File: src/rtl/imem_loader_if.sv
// Byte-stream input and instruction-memory write port of the program loader.
// master = loader side, slave = byte source / memory side.
interface imem_loader_if;
  logic [7:0]  in_data;
  logic        in_valid;
  logic        in_ready;
  logic        wr_en;
  logic [31:0] wr_addr;
  logic [31:0] wr_data;

  modport master (
    input  in_data, in_valid,
    output in_ready, wr_en, wr_addr, wr_data
  );

  modport slave (
    output in_data, in_valid,
    input  in_ready, wr_en, wr_addr, wr_data
  );
endinterface

File: src/rtl/imem_loader.sv
// Program-image loader: unpacks a length-prefixed big-endian byte stream into instruction memory.
// Optional checksum trailer enabled by defining LOADER_CHKSUM_EN.
module imem_loader #(
  parameter logic [31:0] SIZE = 32'd1024,
  parameter logic [31:0] STEP = 32'd4
) (
  input  logic          clk,
  input  logic          reset,
  input  logic          start,
  imem_loader_if.master bus,
  output logic          cpu_hold,
  output logic          done,
  output logic          err,
  output logic [31:0]   words_ld
);

  typedef enum logic [2:0] {
    S_IDLE = 3'd0,
    S_LEN  = 3'd1,
    S_DATA = 3'd2,
    S_CHK  = 3'd3,
    S_DONE = 3'd4,
    S_ERR  = 3'd5
  } state_t;

  state_t      state_q, state_d;
  logic [1:0]  byte_cnt_q, byte_cnt_d;
  logic [23:0] shift_q, shift_d;
  logic [31:0] len_q, len_d;
  logic [31:0] words_ld_q, words_ld_d;
  logic [31:0] addr_q, addr_d;
  logic        in_ready_q, in_ready_d;
  logic        wr_en_q, wr_en_d;
  logic [31:0] wr_addr_q, wr_addr_d;
  logic [31:0] wr_data_q, wr_data_d;
  logic        done_q, done_d;
  logic        err_q, err_d;
  logic        cpu_hold_q, cpu_hold_d;
`ifdef LOADER_CHKSUM_EN
  logic [31:0] sum_q, sum_d;
`endif

  logic        accept_s;
  logic        last_byte_s;
  logic [31:0] word_s;

  assign accept_s    = bus.in_valid && in_ready_q;
  assign last_byte_s = accept_s && (byte_cnt_q == 2'd3);
  assign word_s      = {shift_q, bus.in_data};

  // Next-state and next-output computation for the whole loader.
  always_comb begin
    state_d    = state_q;
    byte_cnt_d = byte_cnt_q;
    shift_d    = shift_q;
    len_d      = len_q;
    words_ld_d = words_ld_q;
    addr_d     = addr_q;
    in_ready_d = in_ready_q;
    wr_en_d    = 1'b0;
    wr_addr_d  = wr_addr_q;
    wr_data_d  = wr_data_q;
    done_d     = done_q;
    err_d      = err_q;
    cpu_hold_d = cpu_hold_q;
`ifdef LOADER_CHKSUM_EN
    sum_d      = sum_q;
`endif

    if (accept_s) begin
      shift_d    = {shift_q[15:0], bus.in_data};
      byte_cnt_d = byte_cnt_q + 2'd1;
    end else begin
      shift_d    = shift_q;
    end

    case (state_q)
      S_IDLE, S_DONE, S_ERR: begin
        if (start) begin
          state_d    = S_LEN;
          byte_cnt_d = 2'd0;
          words_ld_d = 32'd0;
          addr_d     = 32'd0;
          done_d     = 1'b0;
          err_d      = 1'b0;
          cpu_hold_d = 1'b1;
          in_ready_d = 1'b1;
`ifdef LOADER_CHKSUM_EN
          sum_d      = 32'd0;
`endif
        end else begin
          in_ready_d = 1'b0;
        end
      end
      S_LEN: begin
        if (last_byte_s) begin
          len_d = word_s;
          if (word_s == 32'd0) begin
`ifdef LOADER_CHKSUM_EN
            state_d    = S_CHK;
`else
            state_d    = S_DONE;
            done_d     = 1'b1;
            cpu_hold_d = 1'b0;
            in_ready_d = 1'b0;
`endif
          end else if (word_s > SIZE) begin
            state_d    = S_ERR;
            err_d      = 1'b1;
            in_ready_d = 1'b0;
          end else begin
            state_d    = S_DATA;
          end
        end else begin
          state_d = S_LEN;
        end
      end
      S_DATA: begin
        // in_ready drops only while the final word's write is in flight; release afterwards.
        if (!in_ready_q) begin
          state_d    = S_DONE;
          done_d     = 1'b1;
          cpu_hold_d = 1'b0;
        end else if (last_byte_s) begin
          wr_en_d    = 1'b1;
          wr_addr_d  = addr_q;
          wr_data_d  = word_s;
          addr_d     = addr_q + STEP;
          words_ld_d = words_ld_q + 32'd1;
`ifdef LOADER_CHKSUM_EN
          sum_d      = sum_q + word_s;
`endif
          if (words_ld_q + 32'd1 == len_q) begin
`ifdef LOADER_CHKSUM_EN
            state_d    = S_CHK;
`else
            in_ready_d = 1'b0;
`endif
          end else begin
            state_d = S_DATA;
          end
        end else begin
          state_d = S_DATA;
        end
      end
`ifdef LOADER_CHKSUM_EN
      S_CHK: begin
        if (last_byte_s) begin
          in_ready_d = 1'b0;
          if (word_s == sum_q) begin
            state_d    = S_DONE;
            done_d     = 1'b1;
            cpu_hold_d = 1'b0;
          end else begin
            state_d    = S_ERR;
            err_d      = 1'b1;
          end
        end else begin
          state_d = S_CHK;
        end
      end
`endif
      default: begin
        state_d    = S_IDLE;
        in_ready_d = 1'b0;
        cpu_hold_d = 1'b1;
      end
    endcase
  end

  // State and output registers with synchronous active-low reset.
  always_ff @(posedge clk) begin
    if (!reset) begin
      state_q    <= S_IDLE;
      byte_cnt_q <= 2'd0;
      shift_q    <= 24'd0;
      len_q      <= 32'd0;
      words_ld_q <= 32'd0;
      addr_q     <= 32'd0;
      in_ready_q <= 1'b0;
      wr_en_q    <= 1'b0;
      wr_addr_q  <= 32'd0;
      wr_data_q  <= 32'd0;
      done_q     <= 1'b0;
      err_q      <= 1'b0;
      cpu_hold_q <= 1'b1;
`ifdef LOADER_CHKSUM_EN
      sum_q      <= 32'd0;
`endif
    end else begin
      state_q    <= state_d;
      byte_cnt_q <= byte_cnt_d;
      shift_q    <= shift_d;
      len_q      <= len_d;
      words_ld_q <= words_ld_d;
      addr_q     <= addr_d;
      in_ready_q <= in_ready_d;
      wr_en_q    <= wr_en_d;
      wr_addr_q  <= wr_addr_d;
      wr_data_q  <= wr_data_d;
      done_q     <= done_d;
      err_q      <= err_d;
      cpu_hold_q <= cpu_hold_d;
`ifdef LOADER_CHKSUM_EN
      sum_q      <= sum_d;
`endif
    end
  end

  assign bus.in_ready = in_ready_q;
  assign bus.wr_en    = wr_en_q;
  assign bus.wr_addr  = wr_addr_q;
  assign bus.wr_data  = wr_data_q;
  assign cpu_hold     = cpu_hold_q;
  assign done         = done_q;
  assign err          = err_q;
  assign words_ld     = words_ld_q;

endmodule

File: src/flat_wrapper.sv
// flat-port wrapper written by rule: the top's interface ports become plain ports
module imem_loader_flat 
#(
  parameter logic [31:0] SIZE = 32'd1024,
  parameter logic [31:0] STEP = 32'd4
)
  (clk, reset, start, cpu_hold, done, err, words_ld, bus_in_data, bus_in_valid, bus_in_ready, bus_wr_en, bus_wr_addr, bus_wr_data);
  imem_loader_if bus_i ();
  input  logic clk;
  input  logic reset;
  input  logic start;
  output logic cpu_hold;
  output logic done;
  output logic err;
  output logic [31:0] words_ld;
  input wire logic [$bits(bus_i.in_data)-1:0] bus_in_data;
  input wire logic [$bits(bus_i.in_valid)-1:0] bus_in_valid;
  output wire logic [$bits(bus_i.in_ready)-1:0] bus_in_ready;
  output wire logic [$bits(bus_i.wr_en)-1:0] bus_wr_en;
  output wire logic [$bits(bus_i.wr_addr)-1:0] bus_wr_addr;
  output wire logic [$bits(bus_i.wr_data)-1:0] bus_wr_data;
  assign bus_i.in_data = bus_in_data;
  assign bus_i.in_valid = bus_in_valid;
  assign bus_in_ready = bus_i.in_ready;
  assign bus_wr_en = bus_i.wr_en;
  assign bus_wr_addr = bus_i.wr_addr;
  assign bus_wr_data = bus_i.wr_data;
  imem_loader #(.SIZE(SIZE), .STEP(STEP)) u_core (.clk(clk), .reset(reset), .start(start), .bus(bus_i), .cpu_hold(cpu_hold), .done(done), .err(err), .words_ld(words_ld));
endmodule
File: config.mk
export PLATFORM = sky130hd
export DESIGN_NAME = imem_loader_flat
export DESIGN_NICKNAME = d
export VERILOG_FILES = /design/src/rtl/imem_loader_if.sv /design/src/rtl/imem_loader.sv /design/src/flat_wrapper.sv
export SDC_FILE = /design/constraint.sdc
export NUM_CORES = 1
export LEC_CHECK = 0
export ABC_CLOCK_PERIOD_IN_PS = 3600
export CAP_MARGIN = 20
export CORE_ASPECT_RATIO = 0.5
export CORE_UTILIZATION = 30
export DETAILED_ROUTE_END_ITERATION = 12
export PLACE_DENSITY_LB_ADDON = 0.05
export SLEW_MARGIN = 15
export SYNTH_ARGS = -nofsm -noshare
export SYNTH_HDL_FRONTEND = slang
export SYNTH_SLANG_ARGS = --single-unit
File: constraint.sdc
create_clock -name clk -period 3.6 [get_ports clk]
set_input_delay 0.36 -clock clk [delete_from_list [all_inputs] [get_ports clk]]
set_output_delay 0.36 -clock clk [all_outputs]
set_load 0.005 [all_outputs]
==> results by stage <==
Status:
- The run finished with clean final reports.

Timing:
- For the final database, setup skew stands at 0.0147 ns.
- The final setup TNS is 0 ns.
- At the pin with the least slew margin, the transition time is roughly 1.0 ns.
- The number of failing setup endpoints in the final timing report is 0.
- Setup repair after global routing left no endpoint under its margin.
- The worst pin sits at a relative slew slack of 32.7%.
- The minimum period implied by the final worst setup slack is 3.33 ns.
- The post-route fraction of the period consumed by the critical path is between 90% and 100%.
- The total count of hold-check failures in the final report came to 0.
- The number of pins with negative max-slew slack in the final report is 0.
- Timing would allow up to 300 MHz.
- Setup slack on the critical path of the routed design comes to ~0.27 ns.

Floorplan:
- Once the floorplan was initialized, standard cells occupied between 30% and 40% of the core.
- The horizontal extent of the die is ~240 um.
- The boundary pin count is 113.
- The area of the core is 28300 um2.
- The die covers 30200 um2.
- The total number of placement rows is 43.
- The die is 123 um tall.

Setup path:
- The category of the worst setup path capture point is a register.
- The data required time at the worst endpoint is ~3.9 ns.
- For the worst flop-to-flop path, the logic depth is 8.
- The startpoint type of the worst setup path is a register.
- The top fanout value on the critical path is 9.
- STA puts the critical path data arrival time at roughly 3.7 ns.
- By startpoint and endpoint, the worst setup path is classified as reg2reg.

Placed design:
- The placed instances occupy a cell area of between 10000 and 15000 um2.
- After legalization and detailed placement, the total HPWL measured between 15000 and 20000 um.
- The placer congestion estimate is about 0.84.
- In this run the tool buffered the top-level ports with 110 buffer cells.
- The pre-CTS setup slack is 0.322 ns.
- Once placement completed, the tool counted placed cells totaling ~1500.

Clock network:
- Buffers added to address setup during post-CTS repair amount to 0.
- The number of H-tree levels is 4.
- The post-cts hold buffer count is 0.
- The maximum clock path buffer count is 2.
- After clock tree synthesis, the clock-pin slew on the worst setup and hold paths is ~0.08 ns.
- Clock latency on the worst-skew pair, taken at its later pin, is 0.45 ns.
- The clock sink count is 190.
- The TritonCTS clock tree is built.
- TritonCTS created 17 clock buffers.
- The tree is rooted in a sky130_fd_sc_hd__clkbuf_16.
- The total of cells resized after clock tree synthesis is 0.

Power and ir drop:
- Power spread over the standard cell area amounts to approximately 390 nW/um2.
- The power after layout is between 4 and 5 mW.
- The internal cell power is 3.25 mW.
- The part of the total power dissipated in the clock network is a little under half.
- The sequential fraction of design power is 50.3%.
- The static leakage is roughly 3.6 nW.
- The largest vdd supply drop is around 0.36 mV.
- The proportion of power drawn by combinational gates is around 3.2%.
- The net switching component of the power is between 0.9 and 1 mW.
- In this run switching power makes up a little under a quarter of total power.

Worst hold path:
- The number of instances on the worst hold path is 2.
- The kind of path behind the tightest hold check is in2reg.

Yosys:
- The count of unique library cells instantiated by Yosys is 56.
- The portion of the post-synthesis area used by sequential elements is a little over two fifths.
- The Yosys step of the flow raised 0 warnings.
- The mean area per synthesized cell is 7.98 um2.
- After synthesis, the share of flip-flops with an asynchronous set or reset is 0%.
- Synthesis inferred 190 register bits.
- The synthesized netlist occupies a cell area of 8840 um2.
- Counting flops with a built-in enable in the synthesized netlist gives 0.
- The most used flip-flop cell after synthesis is sky130_fd_sc_hd__dfxtp_1.
- Synthesis produced approximately 1100 cells.

Cells and area:
- The antenna diode instance count is 0.
- The synthesis-to-layout area growth is 22.4%.
- The fraction of final layout cells sized beyond drive strength 1 is between 5 and 6%.
- At the end of the flow, the number of nets in the layout was approximately 1200.
- Excluding fillers, the count of instances in the completed layout stands at 1567.
- The count of filler cells inserted in the layout is 3027.
- Summing all non-filler instances in the final layout gives an area of roughly 11000 um2.

Route:
- The total vias in the final route is roughly 7500.
- For this block, wires on met1 add up to around 14000 um.
- For this block, the initial DRC count from the detailed router was about 500.
- The count of nets left with antenna violations once routing finished came out at 0.
- For this run, design rule violations remaining after detail routing come to 0.
- The mean routed wirelength per cell is roughly 16 um.
- The highest layer touched by signal routing is met4.
- The aggregate routed wire length is 25300 um.
- The first-pass detailed-route iteration total is 5.
- The number of vias per cell is 4.82.
- The routed length on met2 is 10800 um.
- The wire length on met3 is between 600 and 700 um.

Job:
- Across the run, the number of max-cap violations was 0.

Global route:
- The first global-routing pass estimated 40500 um of wire.
- Entering global routing, the biggest net connects between 80 and 90 pins.
- The global-route usage over all layers is between 15 and 20%.
- The total overflow left after global routing is 0.
- The number of antenna violations at the first check in global routing is 0.
- The via count of the first global-routing pass came to around 7100.
-- metal layers --
layer	GRT usage, %	up-vias
li1	-	3851
met1	25.2	3582
met2	26.0	97
met3	2.97	17
met4	5.27	0
met5	0	-
-- sequential cells by signal, indices dropped and copies added, names as in the netlist, 2 cells and up --
signal,count
u_core.bus.wr_data,32
u_core.len_q,32
u_core.words_ld,32
u_core.addr_q,30
u_core.bus.wr_addr,30
u_core.shift_q,24
u_core.state_q,3
u_core.byte_cnt_q,2
-- cell type report --
cell class	count	area [um2]	area share (%)
inverters	3	11.3	0.104
well taps	382	478	4.42
repair buffers	123	1210	11.2
clock inverters	11	128	1.18
clock buffers	21	470	4.35
flip-flops and latches	190	3800	35.2
multi-input cells	837	4720	43.6
-- synthesized netlist by cell type, drive strengths merged (3+ instances only) --
master	instances	share of area, %
nand2	306	13
dfxtp	190	43
a21boi	121	10
clkbuf	57	2.4
nor2	57	2.4
a21oi	43	2.4
o21ai	37	2.1
xnor2	37	3.7
xor2	36	3.6
nor2b	26	1.8
nand3	24	1.4
buf	22	1.3
nor3	22	1.3
nor4	19	1.9
nand4	17	1.5
and2	13	0.92
and3	13	0.92
or3	9	0.69
and4	6	0.59
a22oi	4	0.34
nand2b	4	0.28
nor3b	4	0.34
o22ai	4	0.28
or4	4	0.38
ha	3	0.42
inv	3	0.13
mux2i	3	0.34
-- power groups by stage --
stage / registers, mW / logic (mW) / clock network (mW)
5_1_grt: 2.12 / 0.148 / 2.10
6_report: 2.12 / 0.134 / 1.96
2_1_floorplan: 2.16 / 0.0869 / 0
4_1_cts: 2.12 / 0.137 / 2.02
3_5_place_dp: 2.17 / 0.137 / 0
3_3_place_gp: 2.17 / 0.136 / 0
-- worst max-delay path: stages (launching register included) --
cell                      delay (ns)
sky130_fd_sc_hd__dfxtp_1        0.41
sky130_fd_sc_hd__ha_1           0.29
sky130_fd_sc_hd__nand3_2        0.23
sky130_fd_sc_hd__or4_4          0.67
sky130_fd_sc_hd__or3_1          0.45
sky130_fd_sc_hd__xnor2_1        0.15
sky130_fd_sc_hd__or4_1          0.49
sky130_fd_sc_hd__nor4_1         0.39
sky130_fd_sc_hd__o22ai_1        0.11
-- final timing paths --
path | start | to | slack, ns
min reg2reg | u_core.byte_cnt_q[1]$_SDFF_PN0_ | u_core.byte_cnt_q[1]$_SDFF_PN0_ | 0.46
max reg2reg | u_core.words_ld[1]$_SDFFE_PN0P_ | u_core.bus.in_ready$_SDFFE_PN0P_ | 0.27
max | u_core.words_ld[1]$_SDFFE_PN0P_ | u_core.bus.in_ready$_SDFFE_PN0P_ | 0.27
min | reset | u_core.cpu_hold$_SDFFE_PN1P_ | 0.30
-- cells in the final DEF (no fill, tap or decap), types with 8 or more instances in the layout --
| master | n |
|---|---|
| sky130_fd_sc_hd__nor3_1 | 20 |
| sky130_fd_sc_hd__nand4_1 | 15 |
| sky130_fd_sc_hd__xor2_1 | 36 |
| sky130_fd_sc_hd__a21oi_1 | 43 |
| sky130_fd_sc_hd__xnor2_1 | 37 |
| sky130_fd_sc_hd__or3_1 | 8 |
| sky130_fd_sc_hd__and3_1 | 13 |
| sky130_fd_sc_hd__and2_1 | 13 |
| sky130_fd_sc_hd__buf_4 | 13 |
| sky130_fd_sc_hd__nor4_1 | 16 |
| sky130_fd_sc_hd__clkbuf_16 | 17 |
| sky130_fd_sc_hd__nand3_1 | 23 |
| sky130_fd_sc_hd__nor2b_1 | 26 |
| sky130_fd_sc_hd__nand2_1 | 306 |
| sky130_fd_sc_hd__o21ai_0 | 33 |
| sky130_fd_sc_hd__clkdlybuf4s50_1 | 109 |
| sky130_fd_sc_hd__nor2_1 | 55 |
| sky130_fd_sc_hd__dfxtp_1 | 190 |
| sky130_fd_sc_hd__a21boi_0 | 120 |
-- per-stage QoR --
stage / utilization (%) / hold WS (ns)
floorplan: - / 0.440
global placement: 36.1 / 0.446
detailed placement: 36.1 / 0.455
CTS: 38.2 / 0.294
global route: 38.2 / 0.323
finish: 38.2 / 0.299
-- cell families after synthesis --
logic type      synth area share [%]
simple gates                    28.4
flops                           43.0
fa+ha+maj                      0.425
mux                            0.467
xor+xnor                        7.23
buf+inv                         3.82
other cells                   0.0424
compound gates                  16.6
Note: power is estimated with default switching activity, not from simulation.
